[src/rtl/ram_stream_reader.sv]
// ram_stream_reader: sequences block-RAM reads and presents the words as a valid/ready stream
module ram_stream_reader #(
    parameter int AddrSize = 8,
    parameter int DataSize = 8
) (
    input  logic                clock,
    input  logic                reset,
    input  logic                start,
    input  logic [AddrSize-1:0] base,
    input  logic [AddrSize:0]   count,
    output logic                busy,
    output logic                done,
    output logic [AddrSize-1:0] ram_addr,
    input  logic [DataSize-1:0] ram_data,
    output logic                out_valid,
    input  logic                out_ready,
    output logic [DataSize-1:0] out_data
);
    typedef enum logic [1:0] {IDLE, READ, DRAIN} state_t;
    localparam logic [AddrSize:0]   CntOne  = 1;
    localparam logic [AddrSize-1:0] AddrOne = 1;
    state_t              state_q, state_d;
    logic [AddrSize-1:0] addr_q, addr_d, ram_addr_q, ram_addr_d;
    logic [AddrSize:0]   rem_q, rem_d;
    logic                req_q, req_d, infl_q, infl_d, busy_q, busy_d, done_q, done_d;
    logic [1:0]          occ_q, occ_d, wr_q, wr_d, rd_q, rd_d;
    logic [DataSize-1:0] mem_q [3];
    logic [DataSize-1:0] mem_d [3];
    logic                push, pop;
    logic [2:0]          pending;

    // FIFO bookkeeping: capture returning RAM data, release the head on handshake
    always_comb begin
        push    = infl_q;
        pop     = (occ_q != 2'd0) && out_ready;
        occ_d   = occ_q + {1'b0, push} - {1'b0, pop};
        wr_d    = push ? (wr_q == 2'd2 ? 2'd0 : wr_q + 2'd1) : wr_q;
        rd_d    = pop ? (rd_q == 2'd2 ? 2'd0 : rd_q + 2'd1) : rd_q;
        mem_d   = mem_q;
        if (push) mem_d[wr_q] = ram_data;
        infl_d  = req_q;
        pending = {1'b0, occ_q} + {2'b0, req_q} + {2'b0, infl_q} - {2'b0, pop};
    end

    // Sequencer: the first read is issued on the accepting edge so ram_addr=base in the next cycle
    always_comb begin
        state_d    = state_q;
        addr_d     = addr_q;
        rem_d      = rem_q;
        ram_addr_d = ram_addr_q;
        req_d      = 1'b0;
        busy_d     = busy_q;
        done_d     = 1'b0;
        case (state_q)
            IDLE: begin
                if (start && count == '0) begin
                    done_d = 1'b1;
                end else if (start) begin
                    ram_addr_d = base;
                    addr_d     = base + AddrOne;
                    rem_d      = count - CntOne;
                    req_d      = 1'b1;
                    busy_d     = 1'b1;
                    state_d    = (count == CntOne) ? DRAIN : READ;
                end
            end
            READ: begin
                if (pending < 3'd3) begin
                    ram_addr_d = addr_q;
                    addr_d     = addr_q + AddrOne;
                    rem_d      = rem_q - CntOne;
                    req_d      = 1'b1;
                    state_d    = (rem_q == CntOne) ? DRAIN : READ;
                end
            end
            DRAIN: begin
                if (!req_q && !infl_q && occ_d == 2'd0) begin
                    state_d = IDLE;
                    done_d  = 1'b1;
                    busy_d  = 1'b0;
                end
            end
            default: state_d = IDLE;
        endcase
    end

    // State registers; reset discards everything including reads still in flight
    always_ff @(posedge clock or negedge reset) begin
        if (!reset) begin
            state_q    <= IDLE;
            addr_q     <= '0;
            rem_q      <= '0;
            ram_addr_q <= '0;
            req_q      <= 1'b0;
            infl_q     <= 1'b0;
            busy_q     <= 1'b0;
            done_q     <= 1'b0;
            occ_q      <= 2'd0;
            wr_q       <= 2'd0;
            rd_q       <= 2'd0;
            for (int i = 0; i < 3; i++) mem_q[i] <= '0;
        end else begin
            state_q    <= state_d;
            addr_q     <= addr_d;
            rem_q      <= rem_d;
            ram_addr_q <= ram_addr_d;
            req_q      <= req_d;
            infl_q     <= infl_d;
            busy_q     <= busy_d;
            done_q     <= done_d;
            occ_q      <= occ_d;
            wr_q       <= wr_d;
            rd_q       <= rd_d;
            for (int i = 0; i < 3; i++) mem_q[i] <= mem_d[i];
        end
    end

    assign busy      = busy_q;
    assign done      = done_q;
    assign ram_addr  = ram_addr_q;
    assign out_valid = occ_q != 2'd0;
    assign out_data  = out_valid ? mem_q[rd_q] : '0;
endmodule

[config.mk]
export PLATFORM = sky130hd
export DESIGN_NAME = ram_stream_reader
export DESIGN_NICKNAME = d
export VERILOG_FILES = /design/src/rtl/ram_stream_reader.sv
export SDC_FILE = /design/constraint.sdc
export NUM_CORES = 1
export LEC_CHECK = 0
export ABC_CLOCK_PERIOD_IN_PS = 3300
export CORE_MARGIN = 2
export CORE_UTILIZATION = 50
export DETAILED_ROUTE_END_ITERATION = 8
export PLACE_DENSITY_LB_ADDON = 0.2
export SETUP_SLACK_MARGIN = 0.3
export SLEW_MARGIN = 20
export SYNTH_ARGS = -nofsm -noshare
export SYNTH_HDL_FRONTEND = slang
export SYNTH_SLANG_ARGS = --single-unit
[constraint.sdc]
create_clock -name clock -period 3.3 [get_ports clock]
set_input_delay 0.825 -clock clock [delete_from_list [all_inputs] [get_ports clock]]
set_output_delay 0.825 -clock clock [all_outputs]
set_load 0.02 [all_outputs]
==> results of run 1 <==
-- per-layer routing --
layer / global-route usage, % / vias to the layer above
met1: 28.3 / 1336
met2: 32.4 / 66
met3: 4.17 / 13
met4: 8.67 / 0
met5: 0 / -
li1: - / 1366
-- registers in the layout, summed over array words and instances, names as in the netlist, 2 cells and up --
| name | cells |
|---|---|
| addr_q | 8 |
| mem_q | 24 |
| occ_q | 2 |
| ram_addr | 8 |
| rd_q | 2 |
| rem_q | 9 |
| state_q | 2 |
| wr_q | 2 |
-- through the flow --
step / instances / setup TNS [ps] / total power [uW] / util (%) / instance area [um^2]
final: 503 / 0 / 5650 / 66.7 / 4510
after global routing: 503 / 0 / 6100 / 66.7 / 4510
after CTS: 493 / 0 / 5320 / 65.4 / 4420
after detailed placement: 477 / -5170 / 4450 / 61.6 / 4160
after global placement: 477 / -4400 / 4380 / 61.6 / 4160
after floorplan: 346 / 0 / 3450 / - / 3520
-- worst min-delay path by stage --
stage               cells after the start          endpoint  slack (ps)              from
floorplan                               0  infl_q$_DFF_PN0_         370  infl_d$_DFF_PN0_
global placement                        0  infl_q$_DFF_PN0_         400  infl_d$_DFF_PN0_
detailed placement                      0  infl_q$_DFF_PN0_         390  infl_d$_DFF_PN0_
CTS                                     0  infl_q$_DFF_PN0_         400  infl_d$_DFF_PN0_
global route                            0  infl_q$_DFF_PN0_         430  infl_d$_DFF_PN0_
finish                                  0  infl_q$_DFF_PN0_         400  infl_d$_DFF_PN0_
-- cells by family after synthesis --
logic type | after synthesis | synth area share [%]
AND/OR/NAND/NOR | 116 | 17.4
AO/OA/AOI/OAI | 75 | 14.5
flip-flops | 61 | 44.0
multiplexers | 43 | 13.7
buffers and inverters | 33 | 4.40
adder cells (fa/ha/maj) | 10 | 4.04
XOR/XNOR | 8 | 2.02
-- worst max-delay path, delay by kind of cell --
family / cells / cell delay [ps]
buf+inv: 5 / 410
fa+ha+maj: 3 / 980
simple gates: 4 / 610
mux: 1 / 320
-- synthesized netlist by cell type, types with 2 or more instances --
library cell,count,share of area [%]
dfrtp_1,61,44
nor2_1,39,4.2
nand2_1,34,3.7
mux2_2,29,9.4
a21oi_1,25,3.6
inv_1,17,1.8
mux2i_1,12,3.5
o21ai_0,10,1.4
ha_1,8,2.9
clkbuf_1,7,0.76
nand3_1,7,1.0
nor3_1,7,1.0
xnor2_1,7,1.8
a2bb2oi_1,6,1.5
a31oi_1,6,1.1
a21o_1,4,0.86
buf_2,4,0.58
nor2b_1,4,0.72
o221ai_1,4,1.0
o22ai_1,4,0.72
or3_1,4,0.72
a211oi_1,3,0.65
nand2b_1,3,0.54
a21boi_0,2,0.43
a221o_1,2,0.58
and3_1,2,0.36
buf_4,2,0.43
fa_1,2,1.2
mux2_4,2,0.86
nor3_2,2,0.58
nor4_1,2,0.36
-- area by class of cell --
class,count,share of cell area (%)
multi-input combinational,252,40.9
sequential,61,33.9
timing repair buffer,76,15.6
clock buffer,13,3.75
tap,80,2.22
clock inverter,3,2.00
inverter,18,1.67
-- power by group through the flow --
| stage | Sequential, uW | Combinational [uW] | Clock, uW |
|---|---|---|---|
| after floorplan | 1370 | 2080 | 0 |
| after global placement | 1370 | 3020 | 0 |
| after detailed placement | 1380 | 3070 | 0 |
| after CTS | 1370 | 3090 | 866 |
| after global routing | 1410 | 3780 | 906 |
| final | 1370 | 3430 | 852 |
-- timing repair --
action,in CTS,in global routing
pin swaps,2,7
setup buffers,0,10
resized for setup,2,9
hold buffers,0,0
setup endpoints to repair,26,13
==> metrics.md, run 1 <==
| Metric | Value |
|---|---|
| Run status | `finished clean` |
| Type of the most critical hold path | `reg2reg` |
| Slew at the pin closest to its max-slew limit | `791 ps` |
| Register bit count reported by yosys | `61` |
| Async S/R FF share, synth | `100%` |
| Power share of the sequential group | `24.2%` |
| Number of global-route vias before repair | `2586` |
| CP cell instances | `clkbuf_2 -> nand2_4 -> inv_4 -> ha_4 -> fa_2 -> inv_2 -> fa_1 -> nor2b_4 -> nor3_4 -> nor2_8 -> clkinv_4 -> buf_4 -> mux2_2` |
| Clock tree from TritonCTS | `yes` |
| DR iter-0 viols | `94` |
| Total Nets Final | `457` |
| Final critical-path share of the clock period | `88.4%` |
| Switching share of power | `38.6%` |
| Initial DRT Pass Iterations | `5` |
| Post-detailed-route via-to-cell ratio | `5.53` |
| Post-synthesis net count | `385` |
| Worst slew margin relative to its limit | `47.0%` |
| Global placement routability congestion | `0.872` |
| Count of vias placed by the detailed router | `2781` |
| GRT Resource Usage Total | `20.8%` |
| Post-route clock skew | `5.88 ps` |
| Worst Setup Slack post-DPL | `-280 ps` |
| Antenna-violating nets left | `0` |
| Total routed wire length on the met1 layer | `3.46 mm` |
| Internal power of the cells | `3470 uW` |
| Setup-violating endpoint count in the final report | `0` |
| Clock root buffer | `clkbuf_8` |
| Proportion of layout cells with a drive suffix above 1 | `23.6%` |
| Multi-input gate area | `0.00184 mm^2` |
| Kind of capture point of the worst setup path | `register` |
| Detailed-route DRC error count | `0` |
| H-tree level count | `3` |
| Netlist area before placement | `0.00347 mm^2` |
| Register-to-register setup slack | `400 ps` |
| Post-route setup slack | `384 ps` |
| Switching Power | `2180 uW` |
| Top FF cell, synth | `dfrtp_1` |
| Number of clock sinks | `61` |
| Required time at the worst-slack endpoint | `3520 ps` |
| Routed Wire Length | `7.43 mm` |
| Placeable core area | `0.00676 mm^2` |
| Routed length per instance | `14.8 um` |
| Signal arrival time at the worst endpoint | `3140 ps` |
| Number of hold violations in the final report | `0` |
| Area growth, synth to finish | `29.8%` |
| First-pass GRT wire length | `12.2 mm` |
| Crit-path max cell delay | `400 ps` |
| Leakage power summed over all cells | `0.00193 uW` |
| Crit Reg-Reg Startpoint | `occ_q[0]$_DFF_PN0_` |
| Routed wl met3 | `290 um` |
| Worst setup path class | `in2reg` |
| RSZ-0062 raised after global routing | `no` |
| Inserted Diodes | `0` |
| Launch point of the critical path | `out_ready` |
| Die footprint | `0.00763 mm^2` |
| Die Ht | `87.3 um` |
| Gr ovfl total | `0` |
| Routed length on met2 | `3.53 mm` |
| Highest-delay cell along the critical path | `fa_1` |
| Clock latency reported for the late side of the worst-skew pair | `330 ps` |
| Layout filler cell count | `538` |
| Reported max-cap violation count | `0` |
| HPWL Detailed | `5.32 mm` |
| Syn Inst Count | `346` |
| Hold Worst Slack | `404 ps` |
| Initial Utilization | `51.4%` |
| Combinational Power Share | `60.7%` |
| Average size of a mapped cell | `10.0 um^2` |
| Total CTS buffers | `9` |
| Worst-path fanout max | `6` |
| Most common cell after layout, fill and taps aside | `dfrtp_1` |
| Clock slew seen by the registers of the worst setup and hold paths | `70 ps` |
| Storage cell area | `0.00153 mm^2` |
| Top routing layer in use | `met4` |
| Critical Path End | `ram_addr[4]$_DFFE_PN0P_` |
| Placement row count | `30` |
| Startpoint type of the worst setup path | `input port` |
| Top library cells by usage in the layout, fill and taps aside | `dfrtp_1 (60), clkdlybuf4s50_1 (45), nor2_1 (38)` |
| Peak supply drop | `0.000857 V` |
| Width of the die | `87.3 um` |
| Timing-limited maximum frequency | `343 MHz` |
| Part of the power in the clock network | `15.1%` |
| Number of primary I/O pins | `48` |
| Endpoint of the most critical register-to-register path | `ram_addr[4]$_DFFE_PN0P_` |
| Count of flip-flops with a built-in enable after synthesis | `0` |
| Initial antenna violation count | `0` |
| Max-slew violations | `0` |
| PortBufs | `47` |
| Library cells used by synthesis | `56` |
| Count of yosys warnings during synthesis | `0` |
| Proportion of synthesized chip area in sequential cells | `44.0%` |
| Clock period minus worst slack | `2920 ps` |
| Largest net degree at the start of global routing | `36` |
| Power per cell area | `1250 mW/mm^2` |
| Bufs on Longest Clock Path | `2` |
| Number of cells traversed by the worst register-to-register path | `14` |
Note: power is estimated with default switching activity, not from simulation.
==> run 2, diff against run 1 <==
--- a/config.mk
+++ b/config.mk
@@ -7,8 +7,9 @@
 export LEC_CHECK = 0
 export ABC_CLOCK_PERIOD_IN_PS = 3300
 export CORE_MARGIN = 2
-export CORE_UTILIZATION = 50
+export CORE_UTILIZATION = 57
 export DETAILED_ROUTE_END_ITERATION = 8
+export DONT_BUFFER_PORTS = 1
 export PLACE_DENSITY_LB_ADDON = 0.2
 export SETUP_SLACK_MARGIN = 0.3
 export SLEW_MARGIN = 20
==> metrics.md, run 2 (synthesis gave the netlist of run 1 again) <==
| Metric | Value |
|---|---|
| Largest Register | `mem_q` |
| Gr ovfl total | `0 (unchanged)` |
| Layout filler cell count | `451 (-16%)` |
| Inserted Diodes | `0 (unchanged)` |
| Total Nets Final | `392 (-14%)` |
| Number of primary I/O pins | `48 (unchanged)` |
| Crit path max-delay family | `adder cells` |
| Number of clock sinks | `61 (unchanged)` |
| Run status | `finished clean` |
| Routing usage on met2 | `37.9% (+5.4 points)` |
| Number of cells traversed by the worst register-to-register path | `13 (-1)` |
| Signal arrival time at the worst endpoint | `3050 ps (-90 ps)` |
| Placement row count | `28 (-6.7%)` |
| Startpoint type of the worst setup path | `register` |
| Area after DPL | `0.00356 mm^2 (-14%)` |
| Count of vias placed by the detailed router | `2534 (-8.9%)` |
| Number of hold violations in the final report | `0 (unchanged)` |
| HPWL Detailed | `4.99 mm (-6.3%)` |
| Width of the die | `82.0 um (-6.1%)` |
| Placeable core area | `0.00592 mm^2 (-12%)` |
| Endpoint of the most critical register-to-register path | `ram_addr[1]$_DFFE_PN0P_` |
| Area growth, synth to finish | `10.6%` |
| Crit-path max cell delay | `420 ps (+20 ps)` |
| Slew at the pin closest to its max-slew limit | `768 ps (-23.1 ps)` |
| Clock latency reported for the late side of the worst-skew pair | `330 ps (about the same)` |
| CP cell instances | `nor2_4 -> inv_1 -> nand2_4 -> inv_4 -> ha_4 -> fa_2 -> inv_2 -> fa_1 -> nor2b_4 -> nor3_4 -> nor2_8 -> inv_8 -> mux2_2` |
| Reported max-cap violation count | `0 (unchanged)` |
| Die Ht | `82.0 um (-6.1%)` |
| Initial antenna violation count | `0 (unchanged)` |
| Worst setup path class | `reg2reg` |
| Registers with the most flip-flops | `mem_q x24, rem_q x9` |
| Initial Utilization | `58.6% (+7.3 points)` |
| Setup-violating endpoint count in the final report | `0 (unchanged)` |
| Highest-delay cell along the critical path | `dfrtp_2` |
| Antenna-violating nets left | `0 (unchanged)` |
| Routed length per instance | `16.5 um (+12%)` |
| Highest-utilization routing layer at the global route stage | `met2` |
| Peak supply drop | `0.000724 V (-15%)` |
| H-tree level count | `3 (unchanged)` |
| Crit Reg-Reg Startpoint | `occ_q[1]$_DFF_PN0_` |
| Global placement routability congestion | `0.870 (-0.17%)` |
| First-pass GRT wire length | `11.4 mm (-7.0%)` |
| Power per cell area | `1240 mW/mm^2 (-1.4%)` |
| DR iter-0 viols | `70 (-26%)` |
| Max reg flops | `24 (unchanged)` |
| Combined buffer and inverter count along the critical path | `4 (-1)` |
| Type of the most critical hold path | `in2async` |
| Timing-limited maximum frequency | `353 MHz (+3.0%)` |
| Most common cell after layout, fill and taps aside | `dfrtp_1` |
| Proportion of layout cells with a drive suffix above 1 | `22.3% (-1.3 points)` |
| Kind of capture point of the worst setup path | `register` |
| Routing usage on met3 | `4.73% (+0.55 points)` |
| Post-detailed-route via-to-cell ratio | `5.85 (+5.8%)` |
| Number of global-route vias before repair | `2424 (-6.3%)` |
| Leakage power summed over all cells | `0.00164 uW (-15%)` |
| Clock slew seen by the registers of the worst setup and hold paths | `70 ps (about the same)` |
| Initial DRT Pass Iterations | `4 (-1)` |
| GRT Resource Usage Total | `22.5% (+1.7 points)` |
| Clock tree from TritonCTS | `yes` |
| RSZ-0062 raised after global routing | `yes` |
| Worst slew margin relative to its limit | `48.5% (+1.5 points)` |
| Final critical-path share of the clock period | `85.8% (-2.6 points)` |
| Largest net degree at the start of global routing | `62 (+72%)` |
| Multi-input gate area | `0.00185 mm^2 (+0.27%)` |
| Sum of negative setup slack | `0 ps (unchanged)` |
| Worst-path fanout max | `15 (+9)` |
| Storage cell area | `0.00153 mm^2 (unchanged)` |
| Top library cells by usage in the layout, fill and taps aside | `dfrtp_1 (60), nor2_1 (38), nand2_1 (33)` |
| Register-to-register setup slack | `470 ps (+70 ps)` |
| Required time at the worst-slack endpoint | `3520 ps (about the same)` |
| Hold Worst Slack | `179 ps (-225 ps)` |
| Clock root buffer | `clkbuf_8` |
| Met1 Track Usage GR | `28.1% (-0.18 points)` |
| Post-route clock skew | `8.33 ps (+2.45 ps)` |
| Routed Wire Length | `7.14 mm (-3.9%)` |
| PortBufs | `0 (-100%)` |
| Bufs on Longest Clock Path | `2 (unchanged)` |
| Max-slew violations | `0 (unchanged)` |
| Detailed-route DRC error count | `0 (unchanged)` |
| Die footprint | `0.00673 mm^2 (-12%)` |
| Clock period minus worst slack | `2830 ps (-85.0 ps)` |
| Post-route cell area | `0.00384 mm^2 (-15%)` |
| Total CTS buffers | `9 (unchanged)` |
## run 2: cell count changes in the layout (fill, tap and decap cells not counted), moves of 2 or more
cell,change
clkdlybuf4s50_1,-45
buf_4,-14
buf_6,-3
bufinv_16,-2
## run 2: where the power goes
part           internal, uW  switching, uW
Combinational          1160           1410
Clock                   410            293
Sequential             1120            349
## run 2: per-stage QoR
stage | total power, uW | setup WS (ps) | std cells | util, %
after floorplan | 3450 | 185 | 346 | -
after global placement | 3790 | 159 | 410 | 60.2
after detailed placement | 3860 | 111 | 410 | 60.2
after CTS | 4600 | 303 | 427 | 63.9
after global routing | 5130 | 296 | 433 | 64.9
final | 4750 | 469 | 433 | 64.9
## run 2: how the worst max path moves through the flow
| stage | startpoint | end | slack, ps | depth (start not counted) |
|---|---|---|---|---|
| CTS | occ_q[1]$_DFF_PN0_ | ram_addr[1]$_DFFE_PN0P_ | 300 | 13 |
| floorplan | out_ready | ram_addr[5]$_DFFE_PN0P_ | 190 | 12 |
| global route | occ_q[1]$_DFF_PN0_ | rem_q[5]$_DFFE_PN0P_ | 300 | 15 |
| global placement | out_ready | ram_addr[4]$_DFFE_PN0P_ | 160 | 11 |
| finish | occ_q[1]$_DFF_PN0_ | ram_addr[1]$_DFFE_PN0P_ | 470 | 13 |
| detailed placement | occ_q[1]$_DFF_PN0_ | ram_addr[1]$_DFFE_PN0P_ | 110 | 13 |
## run 2: layout make-up
| cell class | count | area share, % |
|---|---|---|
| Sequential cell | 61 | 39.8 |
| Clock buffer | 13 | 4.40 |
| Inverter | 18 | 2.02 |
| Timing Repair Buffer | 11 | 2.15 |
| Multi-Input combinational cell | 252 | 48.1 |
| Tap cell | 75 | 2.44 |
| Clock inverter | 3 | 1.11 |
## run 2: metal layers
metal  vias up  wire, um
li1       1244         -
met1      1226      3140
met2        56      3530
met3         8       383
met4         0        79
met5         -         0
## run 2: repair_timing
| action | 4_1_cts | 5_1_grt |
|---|---|---|
| endpoints found under the setup margin | 15 | 15 |
| buffers inserted | 1 | 6 |
| hold buffers | 0 | 0 |
| gates resized for setup | 2 | 2 |
| pin swaps | 1 | 2 |
